[src/rtl/scroll_sequencer_if.sv]
// scroll_sequencer_if: timing, configuration and scroll outputs for scroll_sequencer.
//   master : drives vsync, cfg_speed, cfg_div, cfg_dir, pause and step_req;
//            observes offset_x, pattern_sel, frame_tick and state
//   slave  : the sequencer itself (the directions are reversed)
interface scroll_sequencer_if;
   logic       vsync;
   logic [3:0] cfg_speed;
   logic [3:0] cfg_div;
   logic       cfg_dir;
   logic       pause;
   logic       step_req;
   logic [9:0] offset_x;
   logic [1:0] pattern_sel;
   logic       frame_tick;
   logic [1:0] state;

   modport master (
      output vsync, cfg_speed, cfg_div, cfg_dir, pause, step_req,
      input  offset_x, pattern_sel, frame_tick, state
   );

   modport slave (
      input  vsync, cfg_speed, cfg_div, cfg_dir, pause, step_req,
      output offset_x, pattern_sel, frame_tick, state
   );
endinterface

[src/rtl/scroll_sequencer.sv]
// scroll_sequencer: once per video frame, steps a horizontal scroll offset and
// cycles a colour-pattern index. All visible state changes on frame events only,
// so the image never tears mid-frame.
//   clk, rst_n (asynchronous, active-low)
//   bus.vsync                     sync from the timing generator
//   bus.cfg_speed/cfg_div/cfg_dir step size, frame divider and direction
//   bus.pause, bus.step_req       hold the sequence / single-step while held
//   bus.offset_x, bus.pattern_sel scroll offset and active pattern
//   bus.frame_tick, bus.state     frame pulse and FSM state (SYNC/RUN/PAUSE/STEP)
module scroll_sequencer #(
   parameter logic        VSYNC_ACTIVE   = 1'b0,
   parameter int unsigned PATTERN_FRAMES = 240
) (
   input logic               clk,
   input logic               rst_n,
   scroll_sequencer_if.slave bus
);

   typedef enum logic [1:0] {
      SYNC  = 2'd0,
      RUN   = 2'd1,
      PAUSE = 2'd2,
      STEP  = 2'd3
   } state_t;

   localparam logic       VSYNC_IDLE = ~VSYNC_ACTIVE;
   localparam logic [7:0] PAT_LAST   = 8'(PATTERN_FRAMES - 1);

   state_t     state_q, state_d;
   logic       vsync_q;
   logic       armed_q;
   logic       frame_ev;
   logic       tick_q, tick_d;
   logic [9:0] offset_q, offset_d;
   logic [1:0] pat_sel_q, pat_sel_d;
   logic [3:0] div_cnt_q, div_cnt_d;
   logic [7:0] pat_cnt_q, pat_cnt_d;
   logic [9:0] stepped;

   // armed_q blocks the first cycle after reset release, so a vsync already
   // active at release is not mistaken for an edge against the reset value
   // of vsync_q.
   assign frame_ev = armed_q && (bus.vsync == VSYNC_ACTIVE) && (vsync_q == VSYNC_IDLE);

   // 10-bit arithmetic wraps modulo 1024 in both directions.
   assign stepped = bus.cfg_dir ? (offset_q - {6'd0, bus.cfg_speed})
                                : (offset_q + {6'd0, bus.cfg_speed});

   always_comb begin
      state_d   = state_q;
      offset_d  = offset_q;
      pat_sel_d = pat_sel_q;
      div_cnt_d = div_cnt_q;
      pat_cnt_d = pat_cnt_q;
      tick_d    = frame_ev && (state_q != SYNC);

      unique case (state_q)
         SYNC: begin
            if (frame_ev) begin
               state_d = bus.pause ? PAUSE : RUN;
            end
         end
         RUN: begin
            // pause is checked every cycle and takes priority over a
            // coincident frame event.
            if (bus.pause) begin
               state_d = PAUSE;
            end else if (frame_ev) begin
               if (div_cnt_q == bus.cfg_div) begin
                  div_cnt_d = '0;
                  offset_d  = stepped;
                  if (pat_cnt_q == PAT_LAST) begin
                     pat_cnt_d = '0;
                     pat_sel_d = pat_sel_q + 2'd1;
                  end else begin
                     pat_cnt_d = pat_cnt_q + 8'd1;
                  end
               end else begin
                  div_cnt_d = div_cnt_q + 4'd1;
               end
            end
         end
         PAUSE: begin
            if (!bus.pause) begin
               state_d = RUN;
            end else if (bus.step_req) begin
               state_d = STEP;
            end
         end
         STEP: begin
            // Single step moves only the offset; divider and pattern counters hold.
            if (frame_ev) begin
               offset_d = stepped;
               state_d  = bus.pause ? PAUSE : RUN;
            end
         end
         default: state_d = SYNC;
      endcase
   end

   always_ff @(posedge clk or negedge rst_n) begin
      if (!rst_n) begin
         state_q   <= SYNC;
         vsync_q   <= VSYNC_IDLE;
         armed_q   <= 1'b0;
         tick_q    <= 1'b0;
         offset_q  <= '0;
         pat_sel_q <= '0;
         div_cnt_q <= '0;
         pat_cnt_q <= '0;
      end else begin
         state_q   <= state_d;
         vsync_q   <= bus.vsync;
         armed_q   <= 1'b1;
         tick_q    <= tick_d;
         offset_q  <= offset_d;
         pat_sel_q <= pat_sel_d;
         div_cnt_q <= div_cnt_d;
         pat_cnt_q <= pat_cnt_d;
      end
   end

   assign bus.offset_x    = offset_q;
   assign bus.pattern_sel = pat_sel_q;
   assign bus.frame_tick  = tick_q;
   assign bus.state       = state_q;

endmodule

[src/flat_wrapper.sv]
// flat-port wrapper written by rule: the top's interface ports become plain ports
module scroll_sequencer_flat 
#(
   parameter logic        VSYNC_ACTIVE   = 1'b0,
   parameter int unsigned PATTERN_FRAMES = 240
)
  (clk, rst_n, bus_vsync, bus_cfg_speed, bus_cfg_div, bus_cfg_dir, bus_pause, bus_step_req, bus_offset_x, bus_pattern_sel, bus_frame_tick, bus_state);
  scroll_sequencer_if bus_i ();
  input logic clk;
  input logic rst_n;
  input wire logic [$bits(bus_i.vsync)-1:0] bus_vsync;
  input wire logic [$bits(bus_i.cfg_speed)-1:0] bus_cfg_speed;
  input wire logic [$bits(bus_i.cfg_div)-1:0] bus_cfg_div;
  input wire logic [$bits(bus_i.cfg_dir)-1:0] bus_cfg_dir;
  input wire logic [$bits(bus_i.pause)-1:0] bus_pause;
  input wire logic [$bits(bus_i.step_req)-1:0] bus_step_req;
  output wire logic [$bits(bus_i.offset_x)-1:0] bus_offset_x;
  output wire logic [$bits(bus_i.pattern_sel)-1:0] bus_pattern_sel;
  output wire logic [$bits(bus_i.frame_tick)-1:0] bus_frame_tick;
  output wire logic [$bits(bus_i.state)-1:0] bus_state;
  assign bus_i.vsync = bus_vsync;
  assign bus_i.cfg_speed = bus_cfg_speed;
  assign bus_i.cfg_div = bus_cfg_div;
  assign bus_i.cfg_dir = bus_cfg_dir;
  assign bus_i.pause = bus_pause;
  assign bus_i.step_req = bus_step_req;
  assign bus_offset_x = bus_i.offset_x;
  assign bus_pattern_sel = bus_i.pattern_sel;
  assign bus_frame_tick = bus_i.frame_tick;
  assign bus_state = bus_i.state;
  scroll_sequencer #(.VSYNC_ACTIVE(VSYNC_ACTIVE), .PATTERN_FRAMES(PATTERN_FRAMES)) u_core (.clk(clk), .rst_n(rst_n), .bus(bus_i));
endmodule
[config.mk]
export PLATFORM = sky130hd
export DESIGN_NAME = scroll_sequencer_flat
export DESIGN_NICKNAME = d
export VERILOG_FILES = /design/src/rtl/scroll_sequencer_if.sv /design/src/rtl/scroll_sequencer.sv /design/src/flat_wrapper.sv
export SDC_FILE = /design/constraint.sdc
export NUM_CORES = 1
export LEC_CHECK = 0
export CORE_ASPECT_RATIO = 0.6
export CORE_MARGIN = 2
export CORE_UTILIZATION = 54
export DETAILED_ROUTE_END_ITERATION = 8
export PLACE_DENSITY = 0.91
export SYNTH_ARGS = -nofsm -noshare
export SYNTH_HDL_FRONTEND = slang
export SYNTH_SLANG_ARGS = --single-unit
[constraint.sdc]
create_clock -name clk -period 2.73 [get_ports clk]
set_clock_uncertainty 0.2 [all_clocks]
set_input_delay 0.273 -clock clk [delete_from_list [all_inputs] [get_ports clk]]
set_output_delay 0.273 -clock clk [all_outputs]
set_load 0.005 [all_outputs]
==> metrics.md <==
| Metric | Value |
|---|---|
| Worst supply voltage drop on vdd | `between 0.5 and 0.6 mV` |
| Area share of fa/ha/maj cells after synthesis | `between 10 and 15%` |
| Post-route design area | `roughly 2600 um^2` |
| Violation count after the first detailed-route iteration | `about 170` |
| Level count of the clock H-tree | `2` |
| Switching Fraction | `36.33%` |
| Signal arrival time at the worst endpoint | `roughly 2600 ps` |
| Crit. End Element | `flip-flop` |
| Proportion of layout cells with a drive suffix above 1 | `between 20 and 25%` |
| Req. time, crit path | `around 2700 ps` |
| Dominant combinational cell family by area after synthesis | `simple AND/OR/NAND/NOR gates` |
| Count of unique library cells instantiated by Yosys | `42` |
| CTS tree | `done` |
| Cells along the critical path | `clkbuf_2 -> nor3_2 -> ha_1 -> mux2i_1 -> ha_1 -> and3_4 -> a211oi_4 -> a211oi_2 -> or3_1 -> a211o_1 -> xnor2_1` |
| Share of Yosys cell area claimed by the top area cell type | `a little under two fifths` |
| Clock root buffer | `sky130_fd_sc_hd__clkbuf_8` |
| Setup repair after global routing missed its margin | `false` |
| Post-detailed-placement half-perimeter wirelength | `about 3300 um` |
| Compound-gate portion of the synthesized area | `roughly 11%` |
| CP peak stage delay | `roughly 400 ps` |
| Internal power | `between 1000 and 1500 uW` |
| Layout Area Growth over Synthesis | `35.61%` |
| Reported net switching power | `760.7 uW` |
| Synthesized-area fraction occupied by xor and xnor cells | `9.748%` |
| Total instance count after detailed placement | `between 200 and 300` |
| Per-cell routed wire length | `15.64 um` |
| Worst-case register-to-register setup slack | `a little under 300 ps` |
| Biggest area contributors in the synthesized netlist | `sky130_fd_sc_hd__dfrtp_1 (37%), sky130_fd_sc_hd__ha_1 (12%), sky130_fd_sc_hd__xor2_1 (6.0%), sky130_fd_sc_hd__nand2_1 (4.2%), sky130_fd_sc_hd__xnor2_1 (3.7%)` |
| Detail Route Antenna Nets | `0` |
| Simple-gate share of the synthesized area | `a little under a fifth` |
| Total length of routed wires | `4724 um` |
| Largest net degree at the start of global routing | `30` |
| Number of pins exceeding their max-slew limit in the final report | `0` |
| Seq pwr share | `between 20% and 30%` |
| Number of clock sinks | `29` |
| Wire length of the first global-routing pass | `around 7900 um` |
| Clock transition at the registers of the reported paths | `approximately 60 ps` |
| Clock buffer depth | `2` |
| Portion of total power attributed to the clock network | `between 10% and 20%` |
| Cell area after synthesis | `between 1500 and 2000 um^2` |
| First drt pass iteration count | `4` |
| Hold violation total from the final report | `0` |
| Post-detailed-route via-to-cell ratio | `5.513` |
| Number of synthesized register bits | `29` |
| Area used by multi-input combinational logic | `1137 um^2` |
| Cell area power density | `818.2 nW/um^2` |
| Worst path top cell family by delay | `simple AND/OR/NAND/NOR gates` |
| Placeable Area | `3303 um^2` |
| Register area share after synthesis | `between 30% and 40%` |
| Y dimension of the die | `about 50 um` |
| GP Congestion | `between 0.8 and 0.9` |
| Cts hold-fix bufs | `0` |
| Post-route non-filler standard cell count | `302` |
| Slowest stage cell on the critical path | `sky130_fd_sc_hd__or3_1` |
| Cell area after placement | `roughly 2400 um^2` |
| DRC violations left | `0` |
| Fraction of registers with async set or reset after synthesis | `100.0%` |
| Post-synthesis instance total | `a little under 200` |
| YS warnings | `0` |
| Sequential Area | `726.9 um^2` |
| Filler instances | `about 210` |
| Die Wd | `~80 um` |
| Critical-path maximum fanout | `2` |
| Total power draw | `2094 uW` |
| Initial Utilization | `between 50% and 60%` |
| Count of input and output buffers | `28` |
| Number of enable-type register cells in the synthesized netlist | `0` |
| Maxcap violations | `0` |
| Number of setup violations in the final report | `0` |
| Total number of vias | `between 1500 and 2000` |
| Net count after synthesis | `approximately 230` |
| Critical path startpoint category | `primary input` |
| Power share of the combinational group | `51.7%` |
| Multiplexer area fraction after synthesis | `5.172%` |
| Post-synthesis average cell area | `a little under 10 um^2` |
| Post-route minimum period | `2586 ps` |
| CTS buffer count | `5` |
| Leading area contributor after synthesis | `sky130_fd_sc_hd__dfrtp_1` |
| Site row count | `16` |
| Post-route worst hold slack | `approximately 180 ps` |
| Skew-Pair Late Insertion Delay | `around 280 ps` |
| Share of the clock period used by the worst path | `a little over nine tenths` |
| Min-delay worst type | `in2async` |
| Worst path buffer plus inverter count | `1` |
| Initial antenna violation count | `0` |
| CP most frequent cell | `sky130_fd_sc_hd__ha_1` |
| Number of global-route vias before repair | `1699` |
| TNS Setup | `0 ps` |
| Outcome | `finished, final reports clean` |
| Final global-route overflow total | `0` |
| Diode insertion count for antenna repair | `0` |
| Post-layout net count | `289` |
| Highest clock frequency the design can meet | `386.6 MHz` |
| Total I/O pin count | `29` |
| Global router's overall resource usage | `~27%` |
| Most used DFF post-synth | `sky130_fd_sc_hd__dfrtp_1` |
| Critical path class | `in2reg` |
| Leakage power total | `0.001265 uW` |
| Overall die area | `approximately 4000 um^2` |
[layout make-up]
class / instances / share of cell area [%]
clock buffers: 7 / 3.765
clock inverters: 1 / 0.1956
inverters: 11 / 1.614
multi-input cells: 151 / 44.45
flip-flops and latches: 29 / 28.41
well taps: 45 / 2.200
repair buffers: 58 / 19.36
[timing repair]
action                     CTS  global route
buffers inserted             2             2
gates cloned                 0             0
gates resized for setup      5            15
setup endpoints to repair    5             3
pin swaps                    8             9
[sequential cells by signal, summed over array words and instances (netlist names)]
name,flops
u_core.bus.state,2
u_core.div_cnt_q,4
u_core.pat_cnt_q,8
u_core.bus.pattern_sel,2
u_core.bus.frame_tick,1
u_core.bus.offset_x,10
u_core.vsync_q,1
u_core.armed_q,1
[cells in the mapped netlist, drive strengths merged (2+ instances only)]
master  number
dfrtp       28
nand2       22
nor2        19
ha          18
xor2        13
inv         11
a21oi       10
o21ai       10
xnor2        8
mux2         6
a21o         4
nor2b        4
nor3         4
a211oi       3
mux2i        3
nand4        3
and2         2
and3         2
buf          2
nand3        2
nand4b       2
o21a         2
o32ai        2
[through the flow]
stage,util [%],setup slack (ps)
2_1_floorplan,-,157.1
3_3_place_gp,72.65,-373.8
3_5_place_dp,72.65,-536.5
4_1_cts,76.40,12.56
5_1_grt,77.46,17.92
6_report,77.46,143.6
[logic make-up after synthesis]
kind of cell	count (synthesis)
flip-flops	29
adder cells (fa/ha/maj)	19
XOR/XNOR	21
other	1
AND/OR/NAND/NOR	67
multiplexers	9
AO/OA/AOI/OAI	34
buffers and inverters	14
[final timing paths]
check / cells after the start / start / endpoint
min: 2 / rst_n / u_core.bus.offset_x[4]$_DFFE_PN0P_
max in group asynchronous: 2 / rst_n / u_core.vsync_q$_DFF_PN1_
min in group clk: 4 / bus_cfg_speed[0] / u_core.bus.offset_x[0]$_DFFE_PN0P_
min reg2reg: 1 / u_core.bus.pattern_sel[1]$_DFFE_PN0P_ / u_core.bus.pattern_sel[1]$_DFFE_PN0P_
max: 11 / bus_cfg_speed[2] / u_core.bus.offset_x[9]$_DFFE_PN0P_
max reg2reg: 10 / u_core.bus.offset_x[0]$_DFFE_PN0P_ / u_core.bus.offset_x[6]$_DFFE_PN0P_
[layout by cell type, fill, tap and decap left out, types with 2 or more instances in the layout]
| master | Yosys | layout |
|---|---|---|
| sky130_fd_sc_hd__a21o_1 | 4 | 4 |
| sky130_fd_sc_hd__a21oi_1 | 10 | 8 |
| sky130_fd_sc_hd__a21oi_2 | 0 | 2 |
| sky130_fd_sc_hd__and2_1 | 2 | 2 |
| sky130_fd_sc_hd__buf_4 | 2 | 30 |
| sky130_fd_sc_hd__clkbuf_2 | 0 | 3 |
| sky130_fd_sc_hd__clkbuf_8 | 0 | 7 |
| sky130_fd_sc_hd__clkdlybuf4s50_1 | 0 | 23 |
| sky130_fd_sc_hd__dfrtp_1 | 28 | 28 |
| sky130_fd_sc_hd__dlymetal6s2s_1 | 0 | 2 |
| sky130_fd_sc_hd__ha_1 | 18 | 18 |
| sky130_fd_sc_hd__inv_1 | 11 | 10 |
| sky130_fd_sc_hd__mux2_1 | 6 | 6 |
| sky130_fd_sc_hd__mux2i_1 | 3 | 2 |
| sky130_fd_sc_hd__nand2_1 | 21 | 21 |
| sky130_fd_sc_hd__nand3_1 | 2 | 2 |
| sky130_fd_sc_hd__nand4_1 | 3 | 3 |
| sky130_fd_sc_hd__nand4b_1 | 2 | 2 |
| sky130_fd_sc_hd__nor2_1 | 18 | 18 |
| sky130_fd_sc_hd__nor2b_1 | 4 | 3 |
| sky130_fd_sc_hd__nor3_1 | 2 | 2 |
| sky130_fd_sc_hd__nor3_2 | 2 | 2 |
| sky130_fd_sc_hd__o21a_1 | 2 | 2 |
| sky130_fd_sc_hd__o21ai_0 | 7 | 7 |
| sky130_fd_sc_hd__o21ai_1 | 3 | 3 |
| sky130_fd_sc_hd__o32ai_1 | 2 | 2 |
| sky130_fd_sc_hd__xnor2_1 | 8 | 8 |
| sky130_fd_sc_hd__xor2_1 | 13 | 13 |
[power by group through the flow]
stage	Clock (uW)	Combinational, uW	Sequential (uW)
4_1_cts	393	1040	619
6_report	388	1080	623
5_1_grt	418	1200	634
3_5_place_dp	0	1010	623
3_3_place_gp	0	958	617
2_1_floorplan	0	551	609
[layer usage]
metal	vias up	global-route usage [%]	part of all wire (%)
met5	-	0	0
met4	0	7.627	1.8
met3	8	8.059	6.6
met2	58	41.25	44
met1	811	36.85	47
li1	788	-	-
[worst register-to-register path, cell delays in order, from the launching register on]
cell	delay [ps]
sky130_fd_sc_hd__dfrtp_1	380
sky130_fd_sc_hd__inv_1	80
sky130_fd_sc_hd__ha_1	180
sky130_fd_sc_hd__inv_1	60
sky130_fd_sc_hd__fa_1	400
sky130_fd_sc_hd__a21o_1	190
sky130_fd_sc_hd__a21o_1	190
sky130_fd_sc_hd__nand3_1	120
sky130_fd_sc_hd__nand2_1	80
sky130_fd_sc_hd__xor2_1	150
sky130_fd_sc_hd__mux2_1	290
(Power assumes the default switching activity.)
